<file path="config.mk">
export PLATFORM = sky130hd
export DESIGN_NAME = deserializer_top
export DESIGN_NICKNAME = d
export VERILOG_FILES = /design/src/rtl/deserializer_top.sv
export SDC_FILE = /design/constraint.sdc
export NUM_CORES = 1
export LEC_CHECK = 0
export BUFFER_PORTS_ARGS = -buffer_cell sky130_fd_sc_hd__clkbuf_2
export CORE_UTILIZATION = 57
export CTS_BUF_LIST = sky130_fd_sc_hd__clkbuf_4
export DETAILED_ROUTE_END_ITERATION = 10
export PLACE_DENSITY = 0.78
export SYNTH_ARGS = -nofsm -noshare
export SYNTH_HDL_FRONTEND = slang
export SYNTH_SLANG_ARGS = --single-unit
</file>
<file path="constraint.sdc">
create_clock -name clock_1M -period 2.1 [get_ports clock_1M]
set_clock_uncertainty 0.1 [all_clocks]
set_input_delay 0.42 -clock clock_1M [delete_from_list [all_inputs] [get_ports clock_1M]]
set_output_delay 0.42 -clock clock_1M [all_outputs]
set_load 0.005 [all_outputs]
</file>
<file path="src/rtl/deserializer_top.sv">
// Serial-to-parallel byte receiver feeding an 8-entry byte FIFO.
// Bits are sampled on a divided tick and assembled MSB-first.
module deserializer_top #(
   parameter int DIV   = 10,
   parameter int DEPTH = 8
) (
   input  logic       clock_1M,
   input  logic       reset,
   input  logic       data_in,
   input  logic       write_in,
   input  logic       deq_in,
   output logic [7:0] data_out,
   output logic [3:0] len_out,
   output logic       status_out
);

   localparam int CW = (DIV > 1) ? $clog2(DIV) : 1;
   localparam int PW = $clog2(DEPTH);
   localparam int NW = $clog2(DEPTH + 1);

   logic [CW-1:0] div_cnt;
   logic          tick;
   logic [2:0]    bit_cnt;
   logic [7:0]    shift;
   logic          pend;
   logic          hold;
   logic          deq_q;
   logic [PW-1:0] wr_ptr;
   logic [PW-1:0] rd_ptr;
   logic [NW-1:0] count;
   logic [7:0]    mem [DEPTH];

   logic accept;
   logic pop;
   logic push;
   logic full;

   assign tick   = (div_cnt == CW'(DIV - 1));
   assign accept = tick & write_in & ~pend;
   assign full   = (count == NW'(DEPTH));
   assign pop    = deq_in & ~deq_q & (count != '0);
   // a pop in the same cycle frees a slot for a waiting byte
   assign push   = pend & (~full | pop);

   // free-running sample divider, restarts from 0 after reset
   always_ff @(posedge clock_1M or negedge reset) begin
      if (!reset) begin
         div_cnt <= '0;
      end else if (tick) begin
         div_cnt <= '0;
      end else begin
         div_cnt <= div_cnt + CW'(1);
      end
   end

   // shift in sampled bits; flag a complete byte for the FIFO
   always_ff @(posedge clock_1M or negedge reset) begin
      if (!reset) begin
         shift   <= '0;
         bit_cnt <= '0;
         pend    <= 1'b0;
         hold    <= 1'b0;
      end else begin
         if (push) begin
            pend <= 1'b0;
            hold <= 1'b0;
         end else if (pend) begin
            hold <= 1'b1;
         end
         if (accept) begin
            shift   <= {shift[6:0], data_in};
            bit_cnt <= bit_cnt + 3'd1;
            if (bit_cnt == 3'd7) begin
               pend <= 1'b1;
            end
         end
      end
   end

   // dequeue edge detect, pointers and occupancy
   always_ff @(posedge clock_1M or negedge reset) begin
      if (!reset) begin
         deq_q  <= 1'b0;
         wr_ptr <= '0;
         rd_ptr <= '0;
         count  <= '0;
      end else begin
         deq_q <= deq_in;
         if (push) begin
            wr_ptr <= wr_ptr + PW'(1);
         end
         if (pop) begin
            rd_ptr <= rd_ptr + PW'(1);
         end
         unique case ({push, pop})
            2'b10:   count <= count + NW'(1);
            2'b01:   count <= count - NW'(1);
            default: count <= count;
         endcase
      end
   end

   // storage array needs no reset; count gates visibility
   always_ff @(posedge clock_1M) begin
      if (push) begin
         mem[wr_ptr] <= shift;
      end
   end

   assign data_out   = (count != '0) ? mem[rd_ptr] : 8'h00;
   assign len_out    = 4'(count);
   assign status_out = ~hold;

endmodule

</file>
---- Word level (Yosys, flattened, before mapping) ----
Memory sizes are Yosys's and may differ from the RTL's.
Index checks and enable logic that the tools add are counted.
operators by class
  bitwise logic cells ..................... 10
  mux-type cells .......................... 10
  $add $sub $neg .......................... 6
  reductions and logical operators ........ 3
  equal/unequal tests ..................... 5
operators by type and width
  kind                                                                    number
  3-bit by 1-bit adder with 3-bit output (second input constant)          3
  4-bit by 1-bit adder with 4-bit output (second input constant)          2
  4-bit equality test (second input constant)                             2
  8-bit 2-to-1 mux                                                        1
  4-bit one-hot mux with 2 select lines                                   1
  1-bit 2-to-1 mux                                                        7
  1-bit AND                                                               5
  4-bit 2-to-1 mux                                                        1
  1-bit NOT                                                               4
  2-bit nonzero test                                                      2
  4-bit nonzero test                                                      1
  4-bit by 1-bit subtractor with 4-bit output (second input constant)     1
  3-bit equality test (second input constant)                             1
  2-bit by 1-bit equality test with 1-bit output (second input constant)  1
  2-bit equality test (second input constant)                             1
  1-bit OR                                                                1
storage, ports and cells
  memories kept ........................... 1
  bits in writable memories ............... 64
  bits in registers ....................... 28
  output and inout port bits .............. 13
  input bits .............................. 5
memory list
  name  depth  width  read ports  clocked after Yosys merged registers in  wr ports  line  text
  mem   8      8      1           0                                        1         31    logic [7:0] mem [DEPTH];

---- Logic depth before layout (Yosys ltp) ----
Gate-level depths: netlist of the first run.
  depth in word-level cells ............... 8
  mapped depth ............................ 8

---- Least setup slack after synthesis of the first run ----
Ideal clock, no wire load.
  path type ............................... in2reg
  start point ............................. in deq_in
  end point ............................... reg count[3] (netlist: len_out[3])
  cell stages on the path ................. 8
  slack ................................... -0.203 ns
  arrival ................................. 2.124 ns
  path buffers ............................ 0
  setup time .............................. 0.079 ns
  required time ........................... 1.921 ns
  cells stage by stage .................... or2b_1 or3_2 inv_1 ha_1 a21o_1 a21oi_1 mux2i_1 xor2_1
on the way
  longest elaborated chain between the ends .. 6
  elaborated cells on any way between the ends .. 8
RTL lines
  what                                                                                   line  text
  start: declaration                                                                     11    input logic deq_in,
  1-bit AND * (2 in series)                                                              41    assign pop = deq_in & ~deq_q & (count != '0);
  1-bit OR                                                                               43    assign push = pend & (~full | pop);
  1-bit AND                                                                              43
  2-bit by 1-bit equality test with 1-bit output or 2-bit equality test (tied branches)  95    unique case ({push, pop})
  4-bit one-hot mux with 2 select lines or 2-bit nonzero test (tied branches)            -
  end signal: assignment                                                                 96    2'b10: count <= count + NW'(1);
  end signal: assignment                                                                 97    2'b01: count <= count - NW'(1);
  end signal: assignment                                                                 98    default: count <= count;
  end: declaration                                                                       30    logic [NW-1:0] count;
Mark *: on every way between the ends. The rest lies on a longest branch, timed or not.
A chain may end at the register's enable or synchronous reset.

---- Final worst setup path of the first run ----
  start point ............................. reg rd_ptr[0]
  end point ............................... out data_out[3]
on the way
  longest elaborated chain between the ends .. 2
RTL lines
  what                      line  text
  start: declaration        29    logic [PW-1:0] rd_ptr;
  start signal: assignment  93    rd_ptr <= rd_ptr + PW'(1);
  memory 8 x 8 bit          -
  8-bit 2-to-1 mux          110   assign data_out = (count != '0) ? mem[rd_ptr] : 8'h00;
  end: declaration          12    output logic [7:0] data_out,
Every way passes these cells.

==> impl_metrics.yaml, run 1 <==
status:
  status: "finished with violations"
  violations: "negative setup slack"
timing:
  fin_setup_tns_ns: -2.17
  fmax_mhz: 414
  hold_violations: 0
  rsz0062_at_grt: "yes"
  worst_pin_slew_ns: 0.730
  maxSlewViolCount: 0
  maxSlewHeadroom_pct: 51.4
  setup_ws_ns: -0.316
  setup_viol: 9
  period_share_pct: 115
  fin_crit_ns: 2.42
  fin_hold_ws_ns: 0.133
yosys:
  synthesis.area_um2: 3740
  syn_nets: 220
  synth_top_family_by_area: "multiplexers"
  synth_mux_area_share_pct: 16.5
  yosysSeqAreaShare_pct: 70.1
  yosysTopAreaCell: "edfxtp_1"
  ys_top_cells_by_area: "edfxtp_1 51%, dfrtp_1 19%, mux4_2 9.6%, mux2_2 4.2%, mux2i_1 2.7%"
  synthAdderAreaFrac_pct: 2.54
  synthDistinctLibCells: 33
  synthXorXnorAreaFrac_pct: 2.11
  yosysWarnings: 0
  async_flop_share_pct: 30.4
  syn_avg_cell_area_um2: 18.0
  yosys.area.top_type_share_pct: 51.4
  yosys.area_share.simple_pct: 5.39
  ys_ff_latch: 92
  synth_edf_count: 64
  synthCells: 208
  synthFlopType: "edfxtp_1"
  synth_compound_area_share_pct: 1.74
die:
  dieWidth_um: 83.0
  die_area_um2: 6890
  fp.coreArea_um2: 6350
  io-pin-count: 18
  start_util_pct: 58.9
  die_h_um: 83.0
  rows: 29
grt:
  grt_overflow: 0
  grtUsageTotal_pct: 20.7
  grt_pass1_vias: 1940
  grt_first_pass_wirelength_um: 10500
  antenna_found_initial: 0
  grt_max_degree: 29
cells_and_area:
  final_area_um2: 4390
  drive_gt1_share_pct: 40.4
  fin_nets: 267
  n_antenna_cell: 0
  multi_input_area_um2: 1120
  areaGrowthSynthToFinish_pct: 17.3
  seqCellArea_um2: 2630
  fillers: 422
  finish.utilization_pct: 69.1
clock_network:
  cts_tree: "done"
  cts_root_buf: "clkbuf_4"
  clock_path_buffers: 2
  clk_pin_slew_ns: 0.15
  cts_sinks: 92
  cts_made_buffers: 9
  clkLatencyLatePin_ns: 0.41
  cts-htree-levels: 3
critical_path:
  critPathSlowestCell: "mux4_2"
  slowest_delay_ns: 0.52
  timing.rr.end: "len_out[3]"
  path_cells: "buf_12 > mux4_2 > mux2i_2 > nor2_1 > clkbuf_2"
  worst-path-max-fanout: 9
  required_ns: 1.58
  crit_arrival_ns: 1.90
  critical_path_class: "reg2out"
  r2r_cells: 8
  startpoint: "rd_ptr[0]"
  r2r_start: "deq_q"
  critPathBufInv: 2
  start_kind: "flop"
  endpoint: "data_out[3]"
  cp_top_family: "multiplexers"
  path_depth: 5
  reg2reg_setup_slack_ns: -0.04
  endpoint_kind: "output pin"
placement:
  globalplace.congestion: 0.813
  dp_hpwl_um: 4220
  placed_area_um2: 4120
  port_buffers: 17
routing:
  drc_errors: 0
  vias_per_cell: 5.64
  drt_pass1_iterations: 4
  wl_per_cell_um: 19.8
  routed_wl_um: 6660
  first_iter_violations: 139
  vias: 1899
  antenna_left: 0
power_and_ir_drop:
  leakage_nw: 1.69
  power_density_nw_per_um2: 1040
  irDropWorstVdd_mv: 0.931
  finalPower_w: 0.00455
flow_run:
  maxCapViolCount: 0
worst_hold_path:
  hold_class: "in2reg"
-- synthesized netlist by cell type (all sizes together) (2+ instances only) --
cell type   n
buf         6
dfrtp      28
edfxtp     64
ha          6
inv         6
mux2       14
mux2i      10
mux4       16
nand2       6
nand2b      4
nor2       14
nor2b       4
nor3        4
nor4        2
o21ai       3
xnor2       7
xor2        2
-- flip-flops by register name, indices dropped and copies added (netlist names) --
name	cells
pend	1
len_out	4
bit_cnt	3
hold	1
deq_q	1
shift	8
wr_ptr	3
mem	64
div_cnt	4
rd_ptr	3
-- placed cells by master, fill, tap and decap left out, types with 5 or more instances in the layout --
cell type	n
buf_4	16
clkbuf_2	17
xnor2_1	7
mux2_2	14
mux4_2	16
nand2_1	5
inv_1	5
buf_12	7
clkbuf_4	9
edfxtp_1	64
nor2_1	11
mux2i_1	9
dfrtp_1	26
-- per-stage QoR --
step / std cells / setup slack (ns)
after detailed placement: 314 / -0.187
after CTS: 336 / -0.338
final: 337 / -0.316
after global routing: 337 / -0.402
after global placement: 314 / -0.120
after floorplan: 208 / -0.0478
-- metal layers --
| layer | global-route usage (%) | routed length, um | vias up |
|---|---|---|---|
| li1 | - | - | 887 |
| met1 | 28.7 | 2870 | 954 |
| met2 | 32.9 | 3370 | 49 |
| met3 | 3.18 | 319 | 9 |
| met4 | 9.25 | 104 | 0 |
| met5 | 0 | 0 | - |
-- logic make-up after synthesis --
kind of cell	after synthesis
flops	92
mux	40
simple gates	39
buf+inv	13
xor+xnor	9
compound gates	8
fa+ha+maj	7
-- cell type report --
type / instances / area share [%]
Inverter: 6 / 0.571
Clock buffer: 9 / 1.54
Tap cell: 77 / 2.20
Sequential cell: 92 / 59.9
Multi-Input combinational cell: 103 / 25.6
Timing Repair Buffer: 43 / 8.59
Clock inverter: 7 / 1.65
-- worst min-delay path by stage --
stage | start | end | slack [ns] | cells after the start
finish | data_in | shift[0] | 0.13 | 2
CTS | deq_in | deq_q | 0.004 | 1
floorplan | reset | bit_cnt[0] | 0.02 | 0
global route | data_in | shift[0] | 0.10 | 2
detailed placement | bit_cnt[0] | bit_cnt[0] | 0.37 | 1
global placement | bit_cnt[0] | bit_cnt[0] | 0.37 | 1
-- timing repair --
item | 4_1_cts | 5_1_grt
setup buffers | 4 | 1
gates cloned | 1 | 0
hold buffers | 1 | 1
pin swaps | 5 | 2
setup endpoints to repair | 9 | 22
hold endpoints to repair | 28 | 1
gates resized for setup | 8 | 6
-- where the power goes --
group	switching, W	internal [W]
registers	0.000132	0.00203
clock network	0.000579	0.000366
logic	0.000624	0.000813
total	0.00134	0.00321
-- worst register-to-register path, stage by stage, from the launching register on --
cell	delay (ns)
dfrtp_1	0.40
or2b_1	0.23
or3_4	0.39
inv_4	0.07
ha_4	0.18
a21o_1	0.16
a21oi_2	0.13
mux2i_1	0.21
xor2_1	0.18
(Power assumes the default switching activity.)
==> inputs of run 2 (changes only) <==
- CTS_BUF_LIST: sky130_fd_sc_hd__clkbuf_4 -> sky130_fd_sc_hd__clkbuf_8
==> impl_metrics.yaml, run 2 (same netlist as run 1, synthesis figures left out) <==
critical_path:
  worst-path-max-fanout: 9
  critical_path_class: "reg2out"
  critPathBufInv: 2
  path_cells: "buf_12 > mux4_2 > mux2i_1 > nor2_1 > clkbuf_2"
  critPathSlowestCell: "mux4_2"
  cp_top_family: "multiplexers"
  required_ns: 1.58
  start_kind: "flop"
  slowest_delay_ns: 0.50
  endpoint_kind: "output pin"
  crit_arrival_ns: 1.81
timing:
  fmax_mhz: 429
  maxSlewHeadroom_pct: 51.1
  hold_violations: 0
  worst_pin_slew_ns: 0.730
  maxSlewViolCount: 0
  setup_viol: 9
  setup_ws_ns: -0.230
  period_share_pct: 111
  fin_crit_ns: 2.33
  rsz0062_at_grt: "yes"
  fin_hold_ws_ns: 0.00277
cells_and_area:
  fin_nets: 264
  layout_commonest_cell: "edfxtp_1"
  largest_reg_flops: 64
  regMostFlops: "mem"
  final_cell_mix: "64 x edfxtp_1, 26 x dfrtp_1, 17 x clkbuf_2, 16 x mux4_2, 15 x buf_4"
  drive_gt1_share_pct: 38.9
  instances_no_fill: 334
  finish.utilization_pct: 69.3
  reg_top3: "mem (64), shift (8)"
  n_antenna_cell: 0
  areaGrowthSynthToFinish_pct: 17.8
power_and_ir_drop:
  clockPowerShare_pct: 24.6
  p_switching_w: 0.00134
  p_comb_share_pct: 29.5
  leakage_nw: 1.70
  power.internal_w: 0.00338
  finalPower_w: 0.00471
  irDropWorstVdd_mv: 1.05
  pwr-share-seq_pct: 45.9
  switching_share_pct: 28.4
  power_density_nw_per_um2: 1070
routing:
  antenna_left: 0
  vias: 1878
  routed_wl_um: 6430
  drc_errors: 0
  vias_per_cell: 5.62
  wl_per_cell_um: 19.2
  first_iter_violations: 119
  drt_pass1_iterations: 4
grt:
  grt_max_degree: 29
  grt_overflow: 0
  grt_pass1_vias: 1934
  grt_first_pass_wirelength_um: 10300
  antenna_found_initial: 0
  grtUsageTotal_pct: 20.4
clock_network:
  cts_root_buf: "clkbuf_8"
  clkLatencyLatePin_ns: 0.35
  clock_path_buffers: 2
  clk_pin_slew_ns: 0.09
  cts-htree-levels: 3
  cts_made_buffers: 9
  cts_sinks: 92
  cts_tree: "done"
placement:
  port_buffers: 17
  pre_cts_ws_ns: -0.187
  dpl.cell_count: 314
  globalplace.congestion: 0.813
  dp_hpwl_um: 4220
flow_run:
  maxCapViolCount: 0
die:
  dieWidth_um: 83.0
  io-pin-count: 18
  die_area_um2: 6890
  start_util_pct: 58.9
  rows: 29
  die_h_um: 83.0
  fp.coreArea_um2: 6350
worst_hold_path:
  hold_class: "in2async"
status:
  status: "finished with violations"
  violations: "negative setup slack"
==> run 2: power by group through the flow <==
stage	clock network (W)	registers [W]	logic, W
floorplan	0	0.00214	0.000848
global placement	0	0.00218	0.00124
detailed placement	0	0.00219	0.00126
CTS	0.00118	0.00216	0.00146
global route	0.00125	0.00218	0.00152
finish	0.00116	0.00216	0.00139
==> run 2: per-stage QoR <==
step / cell area (um2) / TNS, ns
finish: 4400 / -1.34
global placement: 4120 / -0.865
CTS: 4420 / -1.86
floorplan: 3750 / -0.0478
global route: 4400 / -2.23
detailed placement: 4120 / -1.27
==> run 2: routing by layer <==
metal | GRT usage [%] | share of wire, %
met4 | 9.25 | 1.1
met5 | 0 | 0
met3 | 3.98 | 3.4
met2 | 31.9 | 50
met1 | 28.1 | 45
==> run 2: area by class of cell <==
cell class / instances / area (um2)
clock inverter: 7 / 72.6
sequential: 92 / 2630
clock buffer: 9 / 124
multi-input combinational: 103 / 1110
fill: 400 / 1950
inverter: 6 / 25.0
timing repair buffer: 40 / 349
tap: 77 / 96.3
==> run 2: worst paths after layout <==
check,start,endpoint,slack (ns),cells after the start
worst min register to register,bit_cnt[0],bit_cnt[0],0.38,1
min in group clock_1M,deq_in,deq_q,0.10,1
max in group asynchronous,reset,rd_ptr[0],1.40,1
worst min-delay path,reset,len_out[2],0.003,1
worst max-delay path,rd_ptr[0],data_out[3],-0.23,5
worst max register to register,deq_q,len_out[3],-0.02,8
==> run 2: what timing repair did <==
item	CTS	global route
cloned	1	0
pin swaps	5	2
setup buffers	4	0
hold buffers	0	0
hold endpoints to repair	0	0
resized for setup	8	2
setup endpoints to repair	9	18
==> run 2: worst reg2reg max path, stage by stage, from the launching register on <==
cell,delay (ns)
dfrtp_1,0.38
or2b_1,0.23
or3_4,0.39
inv_4,0.07
ha_4,0.18
a21o_1,0.16
a21oi_2,0.13
mux2i_1,0.22
xor2_1,0.17
